File: config.mk
export PLATFORM = sky130hd
export DESIGN_NAME = elevator_scan_controller
export DESIGN_NICKNAME = d
export VERILOG_FILES = /design/src/rtl/elevator_scan_controller.sv
export SDC_FILE = /design/constraint.sdc
export NUM_CORES = 1
export LEC_CHECK = 0
export ABC_AREA = 1
export CORE_MARGIN = 2
export CORE_UTILIZATION = 45
export DETAILED_ROUTE_END_ITERATION = 16
export PLACE_DENSITY_LB_ADDON = 0.25
export SLEW_MARGIN = 20
export SYNTH_ARGS = -nofsm -noshare
export SYNTH_HDL_FRONTEND = slang
export SYNTH_SLANG_ARGS = --single-unit
File: constraint.sdc
create_clock -name clk -period 3.5 [get_ports clk]
set_clock_uncertainty 0.1 [all_clocks]
set_input_delay 0.875 -clock clk [delete_from_list [all_inputs] [get_ports clk]]
set_output_delay 0.875 -clock clk [all_outputs]
set_load 0.05 [all_outputs]
File: src/rtl/elevator_scan_controller.sv
// elevator_scan_controller: SCAN elevator with request bitmap, timed travel/door and sensor alerts
module elevator_scan_controller #(
  parameter int NUM_FLOORS    = 8,
  parameter int FLOOR_W       = 3,
  parameter int TRAVEL_CYCLES = 4,
  parameter int DOOR_CYCLES   = 3
) (
  input  logic                  clk,
  input  logic                  rst,
  input  logic                  req_valid,
  input  logic [FLOOR_W-1:0]    req_floor,
  input  logic                  door_status,
  input  logic                  weight_status,
  output logic [FLOOR_W-1:0]    cur_floor,
  output logic                  direction,
  output logic                  moving,
  output logic                  door_open,
  output logic                  arrived,
  output logic [NUM_FLOORS-1:0] pending,
  output logic                  door_alert,
  output logic                  weight_alert
);
  localparam int TW = $clog2(TRAVEL_CYCLES + 1);
  localparam int DW = $clog2(DOOR_CYCLES + 1);
  localparam logic [FLOOR_W-1:0] TOP = FLOOR_W'(NUM_FLOORS - 1);
  localparam logic [FLOOR_W:0] NFW = (FLOOR_W + 1)'(NUM_FLOORS);
  localparam logic [NUM_FLOORS-1:0] ONE = NUM_FLOORS'(1);
  typedef enum logic [1:0] {IDLE, MOVE, DOOR} state_t;
  state_t state_q, state_d;
  logic [FLOOR_W-1:0] floor_q, floor_d, nf;
  logic [NUM_FLOORS-1:0] pend_q, pend_d, set_m, clr_m, cur_oh, nf_oh;
  logic [TW-1:0] tcnt_q, tcnt_d;
  logic [DW-1:0] dcnt_q, dcnt_d;
  logic dir_q, dir_d, arr_q, arr_d, dal_q, dal_d, wal_q, wal_d;
  logic req_ok, req_here, t_exp, d_exp;
  // any pending floor strictly beyond the one-hot position in the given direction
  function automatic logic ahead(input logic [NUM_FLOORS-1:0] p, input logic [NUM_FLOORS-1:0] oh,
                                 input logic up);
    return |(p & (up ? ~((oh << 1) - ONE) : (oh - ONE)));
  endfunction
  always_comb begin
    req_ok = req_valid && ({1'b0, req_floor} < NFW);
    req_here = req_valid && (req_floor == floor_q);
    cur_oh = ONE << floor_q;
    nf = dir_q ? floor_q + FLOOR_W'(1) : floor_q - FLOOR_W'(1);
    nf_oh = ONE << nf;
    t_exp = tcnt_q == TW'(TRAVEL_CYCLES - 1);
    d_exp = dcnt_q == DW'(DOOR_CYCLES - 1);
    set_m = (req_ok && !(state_q == DOOR && req_here)) ? ONE << req_floor : '0;
    state_d = state_q;
    floor_d = floor_q;
    dir_d = dir_q;
    tcnt_d = tcnt_q;
    dcnt_d = dcnt_q;
    clr_m = '0;
    arr_d = 1'b0;
    wal_d = 1'b0;
    case (state_q)
      IDLE:
        if (|(pend_q & cur_oh)) begin
          clr_m = cur_oh;
          arr_d = 1'b1;
          state_d = DOOR;
          dcnt_d = '0;
        end else if (|pend_q) begin
          dir_d = ahead(pend_q, cur_oh, dir_q) ? dir_q : !dir_q;
          state_d = MOVE;
          tcnt_d = '0;
        end
      MOVE:
        if (!dal_q) begin
          if (!t_exp) tcnt_d = tcnt_q + TW'(1);
          else begin
            tcnt_d = '0;
            floor_d = nf;
            if (|(pend_q & nf_oh)) begin
              clr_m = nf_oh;
              arr_d = 1'b1;
              state_d = DOOR;
              dcnt_d = '0;
            end else if (!ahead(pend_q, nf_oh, dir_q)) begin
              if (ahead(pend_q, nf_oh, !dir_q)) dir_d = !dir_q;
              else state_d = IDLE;
            end
            if (nf == TOP) dir_d = 1'b0;
            else if (nf == '0) dir_d = 1'b1;
          end
        end
      DOOR:
        if (wal_q && !weight_status) state_d = IDLE;
        else begin
          wal_d = wal_q;
          if (req_here) dcnt_d = '0;
          else if (!d_exp) dcnt_d = dcnt_q + DW'(1);
          else begin
            dcnt_d = '0;
            wal_d = weight_status;
            if (!weight_status) state_d = IDLE;
          end
        end
      default: state_d = IDLE;
    endcase
    dal_d = (state_q == MOVE) && (state_d == MOVE) && door_status;
    pend_d = (pend_q | set_m) & ~clr_m;
  end
  always_ff @(posedge clk) begin
    if (!rst) begin
      state_q <= IDLE;
      floor_q <= '0;
      dir_q <= 1'b1;
      pend_q <= '0;
      tcnt_q <= '0;
      dcnt_q <= '0;
      arr_q <= 1'b0;
      dal_q <= 1'b0;
      wal_q <= 1'b0;
    end else begin
      state_q <= state_d;
      floor_q <= floor_d;
      dir_q <= dir_d;
      pend_q <= pend_d;
      tcnt_q <= tcnt_d;
      dcnt_q <= dcnt_d;
      arr_q <= arr_d;
      dal_q <= dal_d;
      wal_q <= wal_d;
    end
  end
  assign cur_floor = floor_q;
  assign direction = dir_q;
  assign moving = state_q == MOVE;
  assign door_open = state_q == DOOR;
  assign arrived = arr_q;
  assign pending = pend_q;
  assign door_alert = dal_q;
  assign weight_alert = wal_q;
endmodule

==> results.txt, run 1 <==
status -> complete, no violations
critical path type -> flop to flop
synthesized cell area -> 2130 sq um
Pint -> 601 uW
first-pass GRT wire length -> 10200 um
Num CTS Buffers -> 3
nets -> 390
DP Area -> 2430 sq um
Hold-fix buffers, CTS -> 0
Startpoint Class -> flop
power density over cell area -> 422 nW/um^2
critical path capture point type -> flop
initial antenna violation count -> 0
EDFF count, synth -> 0
CTS tree -> built
final hold violation count -> 0
Slew Limit Fails -> 0
maximum vdd drop -> 242 uV
clk_lat worst skew -> 0.27 ns
post-synth cell types -> 40
Comb power frac -> 50.3%
Final Setup Violations -> 0
Worst-Margin Slew -> 0.556 ns
via count -> 2377
Die Area -> 5310 sq um
Initial Util -> 45.8%
clock power share -> 22.6%
Iteration-0 DRC Markers -> 298
Worst slew margin -> 62.8%
root buf cell -> clkbuf_8
global-route usage over all layers -> 24.2%
DRC -> 0
Achievable Freq -> 324 MHz
GR Util met2 -> 37.0%
CP Cell Sequence -> fa_1, inv_1, nand3_4, nand2_8, inv_2, nand2_1, ha_1, nand2_1, nand2_1, nand3_1, nand2_1, inv_1, nand2_1, inv_1, nor2_1, nand2_1, nor2_1, nand2_1, nand2_1, nand2_1, nand2_1, nand3_1
arrival time worst endpoint -> 3.13 ns
height of the die -> 72.9 um
Avg WL per Cell -> 13.9 um
register bit total from synthesis -> 22
CTS Sinks -> 22
Ant. Diodes -> 0
syn nets -> 364
num ports -> 25
register area share after synthesis -> 20.6%
Max Root-Sink Buffers -> 2
drt pass-1 iters -> 5
fillers -> 481
number of global-route vias before repair -> 2161
met3 usage -> 3.45%
Critical Path Most Common Cell -> nand2_1
unrepaired setup endpoints after global routing -> no
placer congestion estimate -> 0.973
grt met1 use -> 34.7%
Syn Area/Cell -> 6.15 sq um
layout cells sized above 1 -> 8.87%
critical-path maximum fanout -> 11
switching share of power -> 43.0%
Die Span X -> 72.9 um
Reg clk slew, reported paths -> 0.09 ns
number of setup buffers added after CTS -> 0
Routed Antenna Nets -> 0
GR peak layer -> met2
Hold Crit Class -> flop to flop
Worst EP required -> 3.54 ns
DP HPWL -> 4740 um
IO buf count -> 24
fin area -> 2500 sq um
Routed WL -> 5940 um
P_sw -> 453 uW
cells after synthesis -> 347
main flop type after synthesis -> dfxtp_1
H-tree depth reported by CTS -> 1
max incr delay on CP -> 0.54 ns
P&R area growth vs syn -> 17.1%
Synth warnings -> 0
async set or reset register ratio after synthesis -> 0%
core area -> 4660 sq um
final period utilization -> 88.3%
MaxCap Viol Count -> 0
vias per inst -> 5.58
remaining global-route overflow -> 0
sequential power share -> 27.1%
Tmin final -> 3.09 ns
CP max-delay cell -> fa_1
total power -> 1050 uW
CTS resizes -> 0
TNS Setup -> 0 ns
Core Rows -> 25
P_leak -> 0.00113 uW
largest net degree at the start of global routing -> 19
[worst max-delay path: cells and delay by family (launching register included)]
| family | cells | cell delay (ns) |
|---|---|---|
| AND/OR/NAND/NOR | 16 | 1.37 |
| adder cells (fa/ha/maj) | 2 | 0.78 |
| flip-flops | 1 | 0.43 |
| buffers and inverters | 4 | 0.25 |
[logic make-up after synthesis]
logic type / count (synthesis) / share of synthesized area [%]
adder cells (fa/ha/maj): 9 / 5.63
flip-flops: 22 / 20.6
AO/OA/AOI/OAI: 67 / 18.3
buffers and inverters: 63 / 12.0
AND/OR/NAND/NOR: 184 / 42.6
XOR/XNOR: 2 / 0.821
[Yosys cell counts, types with 4 or more instances]
library cell / count / area, sq um
dfxtp_1: 22 / 440
nand2_1: 72 / 270
nor3_1: 8 / 40.0
nand4_1: 5 / 31.3
inv_2: 7 / 26.3
nand2_2: 4 / 25.0
nor2_1: 33 / 124
o21ai_0: 23 / 115
inv_1: 48 / 180
nand3_2: 4 / 40.0
nand3_1: 39 / 195
ha_1: 8 / 100
nor4_1: 9 / 56.3
a21oi_1: 16 / 80.1
o22ai_1: 12 / 75.1
[sequential cells by signal (all words and copies together) (netlist names)]
name,count
direction,1
arrived,1
dcnt_q,2
tcnt_q,3
door_alert,1
pending,8
weight_alert,1
state_q,2
cur_floor,3
[power by group through the flow]
stage	clock [uW]	combinational (uW)	sequential (uW)
after floorplan	0	396	312
after global placement	0	524	291
after detailed placement	0	526	292
after CTS	246	528	285
after global routing	250	605	288
final	238	530	286
[through the flow]
| step | utilization, % | cells | worst slack [ns] | hold slack (ns) |
|---|---|---|---|---|
| after floorplan | - | 347 | 0.122 | 0.333 |
| after global placement | 52.1 | 422 | 0.537 | 0.347 |
| after detailed placement | 52.1 | 422 | 0.426 | 0.355 |
| after CTS | 53.6 | 426 | 0.429 | 0.368 |
| after global routing | 53.6 | 426 | 0.00824 | 0.406 |
| final | 53.6 | 426 | 0.409 | 0.367 |
[cells in the final DEF (no fill, tap or decap), types with 2 or more instances in the layout]
| cell type | netlist | final |
|---|---|---|
| nor4_1 | 9 | 9 |
| dfxtp_1 | 22 | 22 |
| o211ai_1 | 3 | 3 |
| inv_2 | 7 | 7 |
| a21oi_1 | 16 | 16 |
| clkbuf_8 | 0 | 3 |
| inv_1 | 48 | 48 |
| o22ai_1 | 12 | 12 |
| nand3_2 | 4 | 4 |
| nand2_8 | 2 | 2 |
| nand4_1 | 5 | 5 |
| buf_4 | 2 | 4 |
| nor2_1 | 33 | 33 |
| nand2_4 | 3 | 3 |
| nand2_1 | 72 | 72 |
| a211oi_1 | 2 | 2 |
| nor3_1 | 8 | 8 |
| nand2_2 | 4 | 4 |
| a221oi_1 | 3 | 3 |
| o21ai_1 | 2 | 2 |
| o21ai_0 | 23 | 23 |
| nand3_1 | 39 | 39 |
| ha_1 | 8 | 8 |
| clkdlybuf4s50_1 | 0 | 24 |
[path summary, 6_finish.rpt]
kind               endpoint  slack, ns  cells past startpoint         start
setup / recovery  direction       0.41                     22  cur_floor[1]
setup reg to reg  direction       0.41                     22  cur_floor[1]
hold reg to reg   tcnt_q[2]       0.37                      2     tcnt_q[2]
hold / removal    tcnt_q[2]       0.37                      2     tcnt_q[2]
[layout make-up]
type	instances	area (sq um)	share of cell area [%]
Clock buffer	3	41.3	1.65
Clock inverter	1	30.0	1.20
Timing Repair Buffer	28	270	10.8
Multi-Input combinational cell	262	1440	57.5
Sequential cell	22	440	17.6
Inverter	56	213	8.51
Tap cell	54	67.6	2.70
[routing by layer]
| layer | share of wire (%) | vias to the layer above |
|---|---|---|
| li1 | - | 1223 |
| met2 | 45 | 78 |
| met1 | 47 | 1067 |
| met3 | 6.3 | 9 |
| met5 | 0 | - |
| met4 | 1.9 | 0 |
(Power assumes the default switching activity.)
==> run 2, diff against run 1 <==
--- a/config.mk
+++ b/config.mk
@@ -9,6 +9,7 @@
 export CORE_MARGIN = 2
 export CORE_UTILIZATION = 45
 export DETAILED_ROUTE_END_ITERATION = 16
+export GPL_ROUTABILITY_DRIVEN = 0
 export PLACE_DENSITY_LB_ADDON = 0.25
 export SLEW_MARGIN = 20
 export SYNTH_ARGS = -nofsm -noshare
==> run 2 against run 1 <==
  * Total power decreased by 0.40%
  * Worst hold slack got worse by 0.0062 ns
  * Non-clock buffer count fell by 1
  * Sequential power is essentially flat
  * Combinational power is essentially flat
  * Largest power group unchanged
  * Final cell count fell by 0.23%
  * Sequential share of layout area rose by 0.053 points
  * Fmax fell by 0.63%
  * Critical path depth decreased by 2
  * Wire length decreased by 2.9%
==> results.txt, run 2 (same netlist as run 1, synthesis figures left out) <==
status -> complete, no violations
Iteration-0 DRC Markers -> 161
Reg clk slew, reported paths -> 0.08 ns
total power -> 1050 uW
layout cells sized above 1 -> 8.63%
commonest cells after routing, fill and taps aside -> nand2_1 (72), inv_1 (48), nand3_1 (39)
P_leak -> 0.00113 uW
via count -> 2390
critical path capture point type -> flop
Tmin final -> 3.11 ns
Core Rows -> 25
IO buf count -> 24
number of setup buffers added after CTS -> 0
CTS Sinks -> 22
Hold Crit Class -> flop to flop
DP HPWL -> 4620 um
Worst slew margin -> 63.6%
CTS resizes -> 0
placed cells -> 421
Hold-fix buffers, CTS -> 0
initial antenna violation count -> 0
critical-path maximum fanout -> 11
CTS tree -> built
number of global-route vias before repair -> 2134
final hold violation count -> 0
TNS Setup -> 0 ns
Final Util -> 53.5%
Largest register FFs -> 8
fillers -> 473
Final Setup Violations -> 0
num ports -> 25
arrival time worst endpoint -> 3.14 ns
largest net degree at the start of global routing -> 19
power density over cell area -> 421 nW/um^2
drt pass-1 iters -> 4
Worst-Margin Slew -> 0.544 ns
Slew Limit Fails -> 0
final std cells w/o fill -> 425
height of the die -> 72.9 um
Avg WL per Cell -> 13.6 um
root buf cell -> clkbuf_8
Achievable Freq -> 322 MHz
commonest non-fill, non-tap cell in the layout -> nand2_1
unrepaired setup endpoints after global routing -> no
maximum vdd drop -> 253 uV
critical path type -> flop to flop
Startpoint Class -> flop
Die Area -> 5310 sq um
core area -> 4660 sq um
MaxCap Viol Count -> 0
Routed WL -> 5760 um
H-tree depth reported by CTS -> 1
global-route usage over all layers -> 23.5%
nets -> 389
Min Hold Slack -> 0.361 ns
Num CTS Buffers -> 3
remaining global-route overflow -> 0
first-pass GRT wire length -> 9960 um
Ant. Diodes -> 0
DRC -> 0
vias per inst -> 5.62
Max Root-Sink Buffers -> 2
P&R area growth vs syn -> 16.8%
Die Span X -> 72.9 um
clk_lat worst skew -> 0.26 ns
Initial Util -> 45.8%
Routed Antenna Nets -> 0
Worst EP required -> 3.53 ns
final period utilization -> 88.9%
-- run 2: cell count changes in the layout (fill, tap and decap cells not counted) --
cell | before | now
buf_4 | 4 | 3
-- run 2: metal layers --
layer  global-route usage [%]  routed length, um  vias up  part of all wire (%)
met5                        0                  0        -                     0
met4                     8.02                144        0                   2.5
met3                     3.31                434       19                   7.5
met2                     35.6               2550       92                    44
met1                     34.0               2640     1055                    46
li1                         -                  -     1224                     -
-- run 2: path summary, 6_finish.rpt --
check                from        end  slack (ns)  cells past startpoint
max reg2reg  cur_floor[1]  direction        0.39                     20
max          cur_floor[1]  direction        0.39                     20
min reg2reg     tcnt_q[2]  tcnt_q[2]        0.36                      2
min             tcnt_q[2]  tcnt_q[2]        0.36                      2
-- run 2: per-stage QoR --
step	area [sq um]	setup WS, ns
final	2490	0.390
after global routing	2490	0.0362
after CTS	2490	0.385
after detailed placement	2420	0.416
after global placement	2420	0.526
after floorplan	2130	0.122
-- run 2: cell type report --
class	instances	area, sq um	share of cell area, %
clock buffer	3	41.3	1.66
clock inverter	1	30.0	1.20
inverter	56	213	8.53
multi-input combinational	262	1440	57.7
sequential	22	440	17.7
tap	54	67.6	2.71
timing repair buffer	27	263	10.5
-- run 2: report_power, final --
part / internal [uW] / switching (uW) / leakage, uW / total, uW
logic: 180 / 349 / 0.000913 / 529
clock network: 153 / 81.7 / 0.0000357 / 234
registers: 267 / 19.3 / 0.000179 / 287
total: 600 / 450 / 0.00113 / 1050
-- run 2: worst max-delay path, cell delays in order (launching register included) --
cell	delay (ns)
dfxtp_1	0.43
fa_1	0.54
inv_1	0.14
nand3_4	0.16
nand2_8	0.15
inv_2	0.04
nand2_1	0.11
ha_1	0.23
inv_1	0.07
nand4_1	0.14
nand3_1	0.11
a21oi_1	0.14
nand3_1	0.08
nor2_1	0.09
nand2_1	0.08
nor2_1	0.09
nand2_1	0.05
nand2_1	0.07
nand2_1	0.05
nand2_1	0.05
nand3_1	0.06
